File: config.mk
export PLATFORM = sky130hd
export DESIGN_NAME = load_store_unit_flat
export DESIGN_NICKNAME = d
export VERILOG_FILES = /design/src/rtl/lsu_pkg.sv /design/src/rtl/load_store_unit_if.sv /design/src/rtl/lsu_lane_align.sv /design/src/rtl/load_store_unit.sv /design/src/flat_wrapper.sv
export SDC_FILE = /design/constraint.sdc
export NUM_CORES = 1
export LEC_CHECK = 0
export BUFFER_PORTS_ARGS = -buffer_cell sky130_fd_sc_hd__buf_4
export CAP_MARGIN = 20
export CORE_MARGIN = 8
export CORE_UTILIZATION = 40
export DETAILED_ROUTE_END_ITERATION = 8
export PLACE_DENSITY_LB_ADDON = 0.1
export SETUP_SLACK_MARGIN = 0.4
export SYNTH_ARGS = -nofsm -noshare
export SYNTH_HDL_FRONTEND = slang
export SYNTH_SLANG_ARGS = --single-unit
File: constraint.sdc
create_clock -name clk -period 5.1 [get_ports clk]
set_clock_uncertainty 0.15 [all_clocks]
set_input_delay 1.275 -clock clk [delete_from_list [all_inputs] [get_ports clk]]
set_output_delay 1.275 -clock clk [all_outputs]
set_load 0.02 [all_outputs]
File: src/rtl/lsu_pkg.sv
// Shared types for the load/store unit: FSM states, RISC-V funct3 widths, fault decode.
package lsu_pkg;

  typedef enum logic [2:0] {
    ST_IDLE   = 3'd0,
    ST_LOAD   = 3'd1,
    ST_STORE  = 3'd2,
    ST_RMW_RD = 3'd3,
    ST_RMW_WR = 3'd4,
    ST_RESP   = 3'd5
  } state_t;

  localparam logic [2:0] F3_B  = 3'b000;
  localparam logic [2:0] F3_H  = 3'b001;
  localparam logic [2:0] F3_W  = 3'b010;
  localparam logic [2:0] F3_BU = 3'b100;
  localparam logic [2:0] F3_HU = 3'b101;

  // Unsigned variants only exist for loads, so a store with funct3[2] set is illegal.
  function automatic logic is_fault(input logic write, input logic [2:0] funct3,
                                    input logic [1:0] addr_lo);
    logic f;
    case (funct3)
      F3_B, F3_BU: f = 1'b0;
      F3_H, F3_HU: f = addr_lo[0];
      F3_W:        f = (addr_lo != 2'b00);
      default:     f = 1'b1;
    endcase
    return f | (write & funct3[2]);
  endfunction

endpackage

File: src/rtl/load_store_unit_if.sv
// Request/response handshake plus word-only memory port of the load/store unit.
interface load_store_unit_if #(
  parameter int DATA_WIDTH = 32,
  parameter int ADDR_WIDTH = 32
);
  logic                  req_valid;
  logic                  req_ready;
  logic                  req_write;
  logic [2:0]            req_funct3;
  logic [ADDR_WIDTH-1:0] req_addr;
  logic [DATA_WIDTH-1:0] req_wdata;
  logic                  rsp_valid;
  logic [DATA_WIDTH-1:0] rsp_rdata;
  logic                  rsp_fault;
  logic                  mem_we;
  logic [ADDR_WIDTH-1:0] mem_addr;
  logic [DATA_WIDTH-1:0] mem_wd;
  logic [DATA_WIDTH-1:0] mem_rd;

  modport slave (
    input  req_valid, req_write, req_funct3, req_addr, req_wdata, mem_rd,
    output req_ready, rsp_valid, rsp_rdata, rsp_fault, mem_we, mem_addr, mem_wd
  );

  modport master (
    output req_valid, req_write, req_funct3, req_addr, req_wdata, mem_rd,
    input  req_ready, rsp_valid, rsp_rdata, rsp_fault, mem_we, mem_addr, mem_wd
  );
endinterface

File: src/rtl/lsu_lane_align.sv
// Little-endian lane logic: extends the addressed byte/halfword of a word for loads
// and splices store data into that lane for read-modify-write.
module lsu_lane_align
  import lsu_pkg::*;
(
  input  logic [2:0]  i_f3,
  input  logic [1:0]  i_addr_lo,
  input  logic [31:0] i_word,
  input  logic [31:0] i_wdata,
  output logic [31:0] o_load_data,
  output logic [31:0] o_merged
);
  logic [7:0]  w_byte;
  logic [15:0] w_half;

  assign w_byte = i_word[{i_addr_lo, 3'b000} +: 8];
  assign w_half = i_word[{i_addr_lo[1], 4'b0000} +: 16];

  always_comb begin
    o_load_data = i_word;
    o_merged    = i_wdata;
    case (i_f3)
      F3_B:  o_load_data = {{24{w_byte[7]}}, w_byte};
      F3_BU: o_load_data = {24'd0, w_byte};
      F3_H:  o_load_data = {{16{w_half[15]}}, w_half};
      F3_HU: o_load_data = {16'd0, w_half};
      default: o_load_data = i_word;
    endcase
    case (i_f3)
      F3_B, F3_BU: begin
        o_merged = i_word;
        o_merged[{i_addr_lo, 3'b000} +: 8] = i_wdata[7:0];
      end
      F3_H, F3_HU: begin
        o_merged = i_word;
        o_merged[{i_addr_lo[1], 4'b0000} +: 16] = i_wdata[15:0];
      end
      default: o_merged = i_wdata;
    endcase
  end
endmodule

File: src/rtl/load_store_unit.sv
// Byte/halfword/word load-store front end for a word-only memory with async read.
// One request in flight; sub-word stores run as read-modify-write, faults skip memory.
module load_store_unit
  import lsu_pkg::*;
#(
  parameter int DATA_WIDTH = 32,
  parameter int ADDR_WIDTH = 32
) (
  input logic              clk,
  input logic              reset,
  load_store_unit_if.slave bus
);
  state_t                r_state;
  logic [2:0]            r_f3;
  logic [ADDR_WIDTH-1:0] r_addr;
  logic [DATA_WIDTH-1:0] r_wdata;
  logic [DATA_WIDTH-1:0] r_rdata;
  logic [DATA_WIDTH-1:0] r_merge;
  logic                  r_fault;
  logic [31:0]           w_load;
  logic [31:0]           w_merged;
  logic                  w_fault;

  assign w_fault = is_fault(bus.req_write, bus.req_funct3, bus.req_addr[1:0]);

  lsu_lane_align u_align (
    .i_f3        (r_f3),
    .i_addr_lo   (r_addr[1:0]),
    .i_word      (bus.mem_rd),
    .i_wdata     (r_wdata),
    .o_load_data (w_load),
    .o_merged    (w_merged)
  );

  always_ff @(posedge clk or posedge reset) begin
    if (reset) begin
      r_state <= ST_IDLE;
      r_f3    <= '0;
      r_addr  <= '0;
      r_wdata <= '0;
      r_rdata <= '0;
      r_merge <= '0;
      r_fault <= 1'b0;
    end else begin
      case (r_state)
        ST_IDLE: begin
          if (bus.req_valid) begin
            r_f3    <= bus.req_funct3;
            r_addr  <= bus.req_addr;
            r_wdata <= bus.req_wdata;
            r_rdata <= '0;
            r_fault <= w_fault;
            if (w_fault)                   r_state <= ST_RESP;
            else if (!bus.req_write)       r_state <= ST_LOAD;
            else if (bus.req_funct3 == F3_W) r_state <= ST_STORE;
            else                           r_state <= ST_RMW_RD;
          end
        end
        ST_LOAD: begin
          r_rdata <= w_load;
          r_state <= ST_RESP;
        end
        ST_STORE:  r_state <= ST_RESP;
        ST_RMW_RD: begin
          r_merge <= w_merged;
          r_state <= ST_RMW_WR;
        end
        ST_RMW_WR: r_state <= ST_RESP;
        ST_RESP:   r_state <= ST_IDLE;
        default:   r_state <= ST_IDLE;
      endcase
    end
  end

  // Strobes decode straight from the state register, so reset kills mem_we at once.
  assign bus.req_ready = (r_state == ST_IDLE);
  assign bus.rsp_valid = (r_state == ST_RESP);
  assign bus.rsp_fault = (r_state == ST_RESP) & r_fault;
  assign bus.rsp_rdata = r_rdata;
  assign bus.mem_we    = (r_state == ST_STORE) || (r_state == ST_RMW_WR);
  assign bus.mem_addr  = {r_addr[ADDR_WIDTH-1:2], 2'b00};
  assign bus.mem_wd    = (r_state == ST_RMW_WR) ? r_merge : r_wdata;
endmodule

File: src/flat_wrapper.sv
// flat-port wrapper written by rule: the top's interface ports become plain ports
module load_store_unit_flat import lsu_pkg::*;
#(
  parameter int DATA_WIDTH = 32,
  parameter int ADDR_WIDTH = 32
)
  (clk, reset, bus_req_valid, bus_req_write, bus_req_funct3, bus_req_addr, bus_req_wdata, bus_mem_rd, bus_req_ready, bus_rsp_valid, bus_rsp_rdata, bus_rsp_fault, bus_mem_we, bus_mem_addr, bus_mem_wd);
  load_store_unit_if #(.DATA_WIDTH(DATA_WIDTH), .ADDR_WIDTH(ADDR_WIDTH)) bus_i ();
  input logic clk;
  input logic reset;
  input wire logic [$bits(bus_i.req_valid)-1:0] bus_req_valid;
  input wire logic [$bits(bus_i.req_write)-1:0] bus_req_write;
  input wire logic [$bits(bus_i.req_funct3)-1:0] bus_req_funct3;
  input wire logic [$bits(bus_i.req_addr)-1:0] bus_req_addr;
  input wire logic [$bits(bus_i.req_wdata)-1:0] bus_req_wdata;
  input wire logic [$bits(bus_i.mem_rd)-1:0] bus_mem_rd;
  output wire logic [$bits(bus_i.req_ready)-1:0] bus_req_ready;
  output wire logic [$bits(bus_i.rsp_valid)-1:0] bus_rsp_valid;
  output wire logic [$bits(bus_i.rsp_rdata)-1:0] bus_rsp_rdata;
  output wire logic [$bits(bus_i.rsp_fault)-1:0] bus_rsp_fault;
  output wire logic [$bits(bus_i.mem_we)-1:0] bus_mem_we;
  output wire logic [$bits(bus_i.mem_addr)-1:0] bus_mem_addr;
  output wire logic [$bits(bus_i.mem_wd)-1:0] bus_mem_wd;
  assign bus_i.req_valid = bus_req_valid;
  assign bus_i.req_write = bus_req_write;
  assign bus_i.req_funct3 = bus_req_funct3;
  assign bus_i.req_addr = bus_req_addr;
  assign bus_i.req_wdata = bus_req_wdata;
  assign bus_i.mem_rd = bus_mem_rd;
  assign bus_req_ready = bus_i.req_ready;
  assign bus_rsp_valid = bus_i.rsp_valid;
  assign bus_rsp_rdata = bus_i.rsp_rdata;
  assign bus_rsp_fault = bus_i.rsp_fault;
  assign bus_mem_we = bus_i.mem_we;
  assign bus_mem_addr = bus_i.mem_addr;
  assign bus_mem_wd = bus_i.mem_wd;
  load_store_unit #(.DATA_WIDTH(DATA_WIDTH), .ADDR_WIDTH(ADDR_WIDTH)) u_core (.clk(clk), .reset(reset), .bus(bus_i));
endmodule
# [Word-level counts from Yosys, hierarchy flattened]
# Index checks and enable logic that the tools add are counted.
[word_totals] ff_bits=135 input_bits=103 out_inout_bits=100
[classes] add_sub_neg=2 eq_ne=13 shifts=6 muxes=13 n_bitwise=3 n_reduce_logical=13
[op_table] operator="$pmux W32 S2" n=2
[op_table] operator="$pmux W32 S4" n=1
[op_table] operator="$bwmux W32" n=2
[op_table] operator="$mux W32" n=2
[op_table] operator="$shift A16 B7 Y32 const A" n=1
[op_table] operator="$shift A8 B7 Y32 const A" n=1
[op_table] operator="$shiftx A16 B7 Y32" n=1
[op_table] operator="$shiftx A32 B6 Y16" n=1
[op_table] operator="$shiftx A32 B6 Y8" n=1
[op_table] operator="$shiftx A8 B7 Y32" n=1
[op_table] operator="$eq A3 B3 Y1 const B" n=6
[op_table] operator="$neg A5 Y7" n=2
[op_table] operator="$eq A3 B1 Y1 const B" n=3
[op_table] operator="$eq A3 B2 Y1 const B" n=3
[op_table] operator="$logic_not A3 Y1" n=3
[op_table] operator="$mux W3" n=3
[op_table] operator="$pmux W3 S3" n=1
[op_table] operator="$reduce_or A2 Y1" n=4
[op_table] operator="$reduce_and A2 Y1" n=2
[op_table] operator="$reduce_bool A2 Y1" n=2
[op_table] operator="$pmux W1 S3" n=1
[op_table] operator="$reduce_or A3 Y1" n=1
[op_table] operator="$and A1 B1 Y1" n=2
[op_table] operator="$ne A2 B2 Y1 const B" n=1
[op_table] operator="other kinds (3)" n=3

# [Longest topological paths before layout]
# Gate-level depths: netlist of run 1.
[depth] ltp_word=7 depth_mapped=9

# [Hierarchy]
# Synthesis of run 1 repeated with hierarchy kept, for this count alone.
[hier_totals] hier_cells=770 hier_area_um2=7388.3
[by_module_without_submodules] mod="load_store_unit" n_inst=1 cells_per_inst=520 area_each_um2=5720.5 seq_area_each_um2=3378.2
[by_module_without_submodules] mod="lsu_lane_align" n_inst=1 cells_per_inst=250 area_each_um2=1667.8 seq_area_each_um2=0.0

# [Worst setup path after synthesis of run 1]
# No wires, ideal clock.
[synth_path] path_type="reg2out" startpoint="register u_core.r_state[0]" endpoint="output port bus_mem_wd[10]" arrival_ns=1.443 required_time_ns=3.675 path_slack_ns=2.232 stages_incl_launch_ff=5 path_buffers=2 cell_sequence="dfrtp_1 -> buf_2 -> nor3b_2 -> buf_2 -> mux2_2"
[synth_between] elab_chain_cells=2
[synth_rtl] item="start, declared" line="load_store_unit.sv:13" text="state_t r_state;"
[synth_rtl] item="start signal, assigned" line="load_store_unit.sv:37" text="r_state <= ST_IDLE;"
[synth_rtl] item="start signal, assigned" line="load_store_unit.sv:53" text="if (w_fault) r_state <= ST_RESP;"
[synth_rtl] item="start signal, assigned" line="load_store_unit.sv:54" text="else if (!bus.req_write) r_state <= ST_LOAD;"
[synth_rtl] item="$eq A3 B3 Y1" line="load_store_unit.sv:82" text="assign bus.mem_wd = (r_state == ST_RMW_WR) ? r_merge : r_wdata;"
[synth_rtl] item="$mux W32" line="load_store_unit.sv:82"
[synth_rtl] item="end, declared" line="flat_wrapper.sv:23" text="output wire logic [$bits(bus_i.mem_wd)-1:0] bus_mem_wd;"
# No other way between the ends.

# [Worst setup path after layout of run 1]
[layout_path] startpoint="register u_core.r_state[2]" endpoint="output port bus_mem_wd[9]"
# The elaborated chain is that of the path after synthesis.

==> results of run 1 <==
-- per-stage QoR --
step / setup slack (ps) / hold slack (ps) / cells / instance area [um2] / power, mW
after floorplan: 1996 / 291.8 / 773 / 7182 / 3.987
after global placement: 2025 / 310.6 / 1123 / 8573 / 4.932
after detailed placement: 1957 / 315.5 / 1123 / 8573 / 5.002
after CTS: 1500 / 330.4 / 1155 / 9219 / 6.383
after global routing: 1414 / 343.2 / 1157 / 9254 / 6.732
final: 1508 / 324.3 / 1157 / 9254 / 6.345
-- Yosys cell counts (all sizes together), types with 4 or more instances --
library cell and instances:
a21o 7, a21oi 11, a221o 19, a221oi 31, a22o 9, a22oi 17, a31oi 17, buf 58
clkbuf 29, dfrtp 135, ha 5, inv 13, mux2 41, nand2 242, nor2 27, nor2b 19
nor3b 4, o211ai 16, o21a 18, o21ai 21, o221ai 7
-- sequential cells by signal, indices dropped and copies added (netlist names) --
signal,flops
u_core.bus.rsp_rdata,32
u_core.r_addr,32
u_core.r_f3,3
u_core.r_fault,1
u_core.r_merge,32
u_core.r_state,3
u_core.r_wdata,32
-- path summary, 6_finish.rpt --
check,startpoint,to,slack [ps]
hold / removal,u_core.r_addr[4],u_core.r_addr[4],320
setup / recovery,u_core.r_state[2],bus_mem_wd[9],1510
min in group asynchronous,reset,u_core.r_wdata[26],720
setup reg to reg,u_core.r_addr[1],u_core.r_merge[16],2270
max in group asynchronous,reset,u_core.bus.rsp_rdata[3],3270
hold reg to reg,u_core.r_addr[4],u_core.r_addr[4],320
-- report_power, final --
group	switching (mW)	internal (mW)
logic	1.65	1.26
registers	0.537	1.53
clock network	0.481	0.881
-- cell usage in the layout (no fill, tap or decap), types with 3 or more instances in the layout --
cell       instances
a22o_1             9
nor2_1            24
o221ai_1           7
a21o_1             7
ha_1               5
inv_1             11
clkbuf_16         17
a21oi_1           10
nand2_1          241
o21ai_1           12
nor2b_1           19
a22oi_1           17
a221oi_1          31
bufinv_16          5
buf_4            207
o21a_1            18
o21ai_0            8
and3_1             3
clkinv_2           3
a221o_1           19
dfrtp_1          135
o211ai_1          16
a31oi_1           17
nor3b_2            3
mux2_2            41
-- worst max-delay path, delay by kind of cell, from the launching register on --
kind	cells	cell delay (ps)
and+or+nand+nor	1	230
DFF	1	500
buffers and inverters	2	560
muxes	1	400
-- final cells by class --
class / count / share of cell area, %
clock inverter: 12 / 2.150
multi-input combinational: 538 / 35.47
timing repair buffer: 210 / 17.39
tap: 229 / 3.096
clock buffer: 20 / 4.827
inverter: 13 / 0.5679
sequential: 135 / 36.51
-- per-layer routing --
layer | track usage, % | wire length [um] | up-vias
met1 | 25.47 | 9547 | 3082
met3 | 5.020 | 1652 | 45
met4 | 9.245 | 647 | 0
met5 | 0 | 0 | -
met2 | 33.99 | 11430 | 254
li1 | - | - | 2951
-- cells by family after synthesis --
family	count (synthesis)
mux	44
compound gates	177
fa+ha+maj	5
xor+xnor	1
buf+inv	100
simple gates	309
other cells	1
flops	135
==> results.toml, run 1 <==
[outcome]
status = "finished clean"

[logic_synthesis]
ys_async_sr_fraction_pct = 100.0
synth_edf_count = 0
ys_warn_count = 0
yosysTopAreaCell = "dfrtp_1"
synth_seq_cells = 135
avgSynthCellArea_um2 = 9.293
synth_cell_type_count = 46
yosys.area_share.adder_pct = 0.8720
synthMuxAreaShare_pct = 7.203
synth_area_leaders = "dfrtp_1 (47%), nand2_1 (13%), mux2_2 (6.4%), a221oi_1 (3.8%), buf_4 (3.3%)"
synth-compound-area-share_pct = 18.71
yosysSeqAreaShare_pct = 47.09
synthCells = 772
synthXorXnorAreaFrac_pct = 0.1221
synth_top_family_by_area = "compound AO/OA/AOI/OAI gates"
synth-simple-area-share_pct = 18.50
synth_ff_type = "dfrtp_1"
synth_area_mm2 = 0.007174
yosysTopAreaCellShare_pct = 47.09

[clock_network]
hold_buffers = 0
cts_tree = "yes"
cts-resized-gates = 0
cts_sinks = 135
clk_pin_slew_ps = 60
clk_latency_ps = 420
htree_levels = 4
cts.path.max_buffers = 2
clock-root-buffer = "clkbuf_16"
post_cts_buffers = 0
cts_buffers = 17

[global_route]
antenna_found_initial = 0
grt_pass1_vias = 6480
grt-ovfl-total = 0
grt_max_degree = 57
grt_usage_pct = 20.73
grt_first_pass_wirelength_um = 36000

[critical_path]
crit_slowest_cell = "dfrtp_1"
critical_path.max_fanout = 32
cpMostUsedCell = "buf_4"
worstSetupStartpointType = "flop"
end_kind = "output port"
crit_chain = "nor3b_4, buf_4, mux2_2, buf_4"
critPathMaxStageDelay_ps = 500
arrival_ps = 2170
crit_required_ps = 3670
path_class = "flop to output port"
worstRegToRegCells = 6

[run]
drv_cap = 0

[finish]
final_util_pct = 52.05
multi_input_area_mm2 = 0.003282
seq_area_mm2 = 0.003378
layout.nets = 1023
nFillCells = 1667
drive_gt1_share_pct = 32.22
area_growth_pct = 28.99
antenna_cells = 0

[placement]
place_congestion = 0.8270
dp_hpwl_um = 17010
portBuffers = 200

[timing]
finalSetupViolCount = 0
timing.final.crit_share_pct = 70.44
max_freq_mhz = 278.4
tightest_slew_ps = 994.5
final_hold_viol_count = 0
final.min_clock_period_ps = 3592
slew_headroom_pct = 33.41
setup_tns_ps = 0
slew_viol_final = 0
rsz0062_at_grt = "no"

[route]
antenna_left = 0
detail_route.wl_per_cell_um = 20.12
drc = 0
vias = 6332
wirelength_um = 23280
drt_first_pass_iters = 5
first_iter_violations = 429
viasPerCell = 5.473

[hold_path]
hold_depth = 2
hold_path_class = "flop to flop"

[floorplanning]
die_area_mm2 = 0.02248
die_w_um = 149.9
start_util_pct = 40.35
die_h_um = 149.9
core_area_mm2 = 0.01778
rows = 49
io_pins = 203

[pwr]
vdd_drop_max_mv = 0.3612
powerDensity_mw_per_mm2 = 685.6
p_leak_nw = 4.565
No activity file was read; power rests on OpenSTA's default activity.
==> run 2, diff against run 1 <==
==> constraint.sdc (replaced) <==
create_clock -name clk -period 3.2 [get_ports clk]
set_clock_uncertainty 0.15 [all_clocks]
set_input_delay 0.8 -clock clk [delete_from_list [all_inputs] [get_ports clk]]
set_output_delay 0.8 -clock clk [all_outputs]
set_load 0.02 [all_outputs]
==> run 2 against run 1 <==
Against the previous run: total power grew 64%; clock-buffer cell count is the same; critical path depth grew 1; sequential cell count is the same; via count grew 0.71%; sequential power grew 54%; utilization grew 1.7 points; die area is the same; global-route usage grew 0.46 points; first-iteration DRC count shrank 18%; critical path type unchanged; largest power group unchanged.
==> results.toml, run 2 (synthesis results as in run 1) <==
[route]
drt_first_pass_iters = 5
antenna_left = 0
detail_route.wl_per_cell_um = 20.38
drc = 0
first_iter_violations = 350
wirelength_um = 23890
vias = 6377
viasPerCell = 5.441

[floorplanning]
die_w_um = 149.9
core_area_mm2 = 0.01778
die_h_um = 149.9
io_pins = 203
die_area_mm2 = 0.02248
start_util_pct = 40.35
rows = 49

[critical_path]
timing.rr.start = "u_core.r_addr[0]"
path_class = "flop to output port"
rrSetupSlack_ps = 660
cp-startpoint = "u_core.r_state[1]"
critical_path.max_fanout = 7
arrival_ps = 1920
worstSetupStartpointType = "flop"
crit_required_ps = 2250
end_kind = "output port"

[timing]
slew_viol_final = 0
timing.final.crit_share_pct = 89.55
max_freq_mhz = 349.0
timing.final.ws_setup_ps = 334.4
final.min_clock_period_ps = 2866
tightest_slew_ps = 916.0
final_hold_viol_count = 0
setup_tns_ps = 0
rsz0062_at_grt = "yes"
slew_headroom_pct = 38.48
finalSetupViolCount = 0

[global_route]
antenna_found_initial = 0
grt_usage_pct = 21.19
grt_max_degree = 51
grt_first_pass_wirelength_um = 36690
grt_pass1_vias = 6532
grt-ovfl-total = 0

[clock_network]
clock-root-buffer = "clkbuf_16"
cts_tree = "yes"
htree_levels = 4
cts.path.max_buffers = 2
cts_buffers = 17
clk_latency_ps = 420
clk_pin_slew_ps = 60
cts_sinks = 135

[hold_path]
worstHoldStart = "u_core.r_addr[9]"
hold_path_class = "flop to flop"

[finish]
instances_no_fill = 1172
drive_gt1_share_pct = 33.40
mostFrequentLayoutCell = "nand2_1"
layout.nets = 1038
layout_common_cells = "nand2_1 (241), buf_4 (189), dfrtp_1 (132), a221oi_1 (31), buf_6 (28)"
final_area_mm2 = 0.009555
area_growth_pct = 33.19
final_util_pct = 53.74
antenna_cells = 0

[placement]
placed_area_mm2 = 0.008676
place_inst = 1132
place_congestion = 0.8515
dpl_worst_slack_ps = 561.7
dp_hpwl_um = 17210
portBuffers = 200

[outcome]
status = "finished clean"

[pwr]
p_leak_nw = 4.719
powerDensity_mw_per_mm2 = 1087
vdd_drop_max_mv = 0.5614

[run]
drv_cap = 0
[run 2: path summary, 6_finish.rpt]
kind,to,cells after the start
worst max-delay path,bus_mem_wd[23],5
max in group asynchronous,u_core.r_addr[15],3
worst max register to register,u_core.r_merge[16],6
worst min-delay path,u_core.r_addr[9],2
min in group asynchronous,u_core.r_wdata[28],2
worst min register to register,u_core.r_addr[9],2
[run 2: area by class of cell]
cell class,instances,area [um2]
clock buffers,20,436.7
fillers,1670,8224
inverters,13,52.55
multi-input cells,538,3377
repair buffers,225,1914
well taps,229,286.5
clock inverters,12,106.4
flip-flops and latches,135,3382
[run 2: critical path, stage by stage, from the launching register on]
cell and delay (ps):
dfrtp_2 430, nor3b_4 280, buf_6 190, buf_12 150, mux2_4 310, buf_6 130
[run 2: routing by layer]
| layer | up-vias | share of wire [%] | track usage (%) |
|---|---|---|---|
| met4 | 0 | 3.5 | 9.495 |
| met1 | 3106 | 40 | 25.23 |
| met2 | 234 | 49 | 35.23 |
| li1 | 2987 | - | - |
| met5 | - | 0 | 0 |
| met3 | 50 | 7.3 | 5.745 |
[run 2: what timing repair did]
action / 4_1_cts / 5_1_grt
hold buffers: 0 / 0
endpoints found under the setup margin: 32 / 32
pin swaps: 1 / 1
gates resized for setup: 31 / 31
gates cloned: 2 / 1
setup buffers: 5 / 0
[run 2: power by group]
| part | leakage, nW | total (mW) | switching (mW) | internal (mW) |
|---|---|---|---|---|
| registers | 1.69 | 3.19 | 0.747 | 2.45 |
| clock network | 0.256 | 1.81 | 0.750 | 1.06 |
| logic | 2.77 | 5.38 | 2.90 | 2.49 |
| total | 4.72 | 10.4 | 4.39 | 6.00 |
[run 2: per-stage QoR]
step           hold WS (ps)  total power [mW]
6_report              325.9             10.39
5_1_grt               350.9             11.02
4_1_cts               331.8             10.21
3_5_place_dp          315.8             8.054
3_3_place_gp          309.8             7.929
2_1_floorplan         291.8             6.354
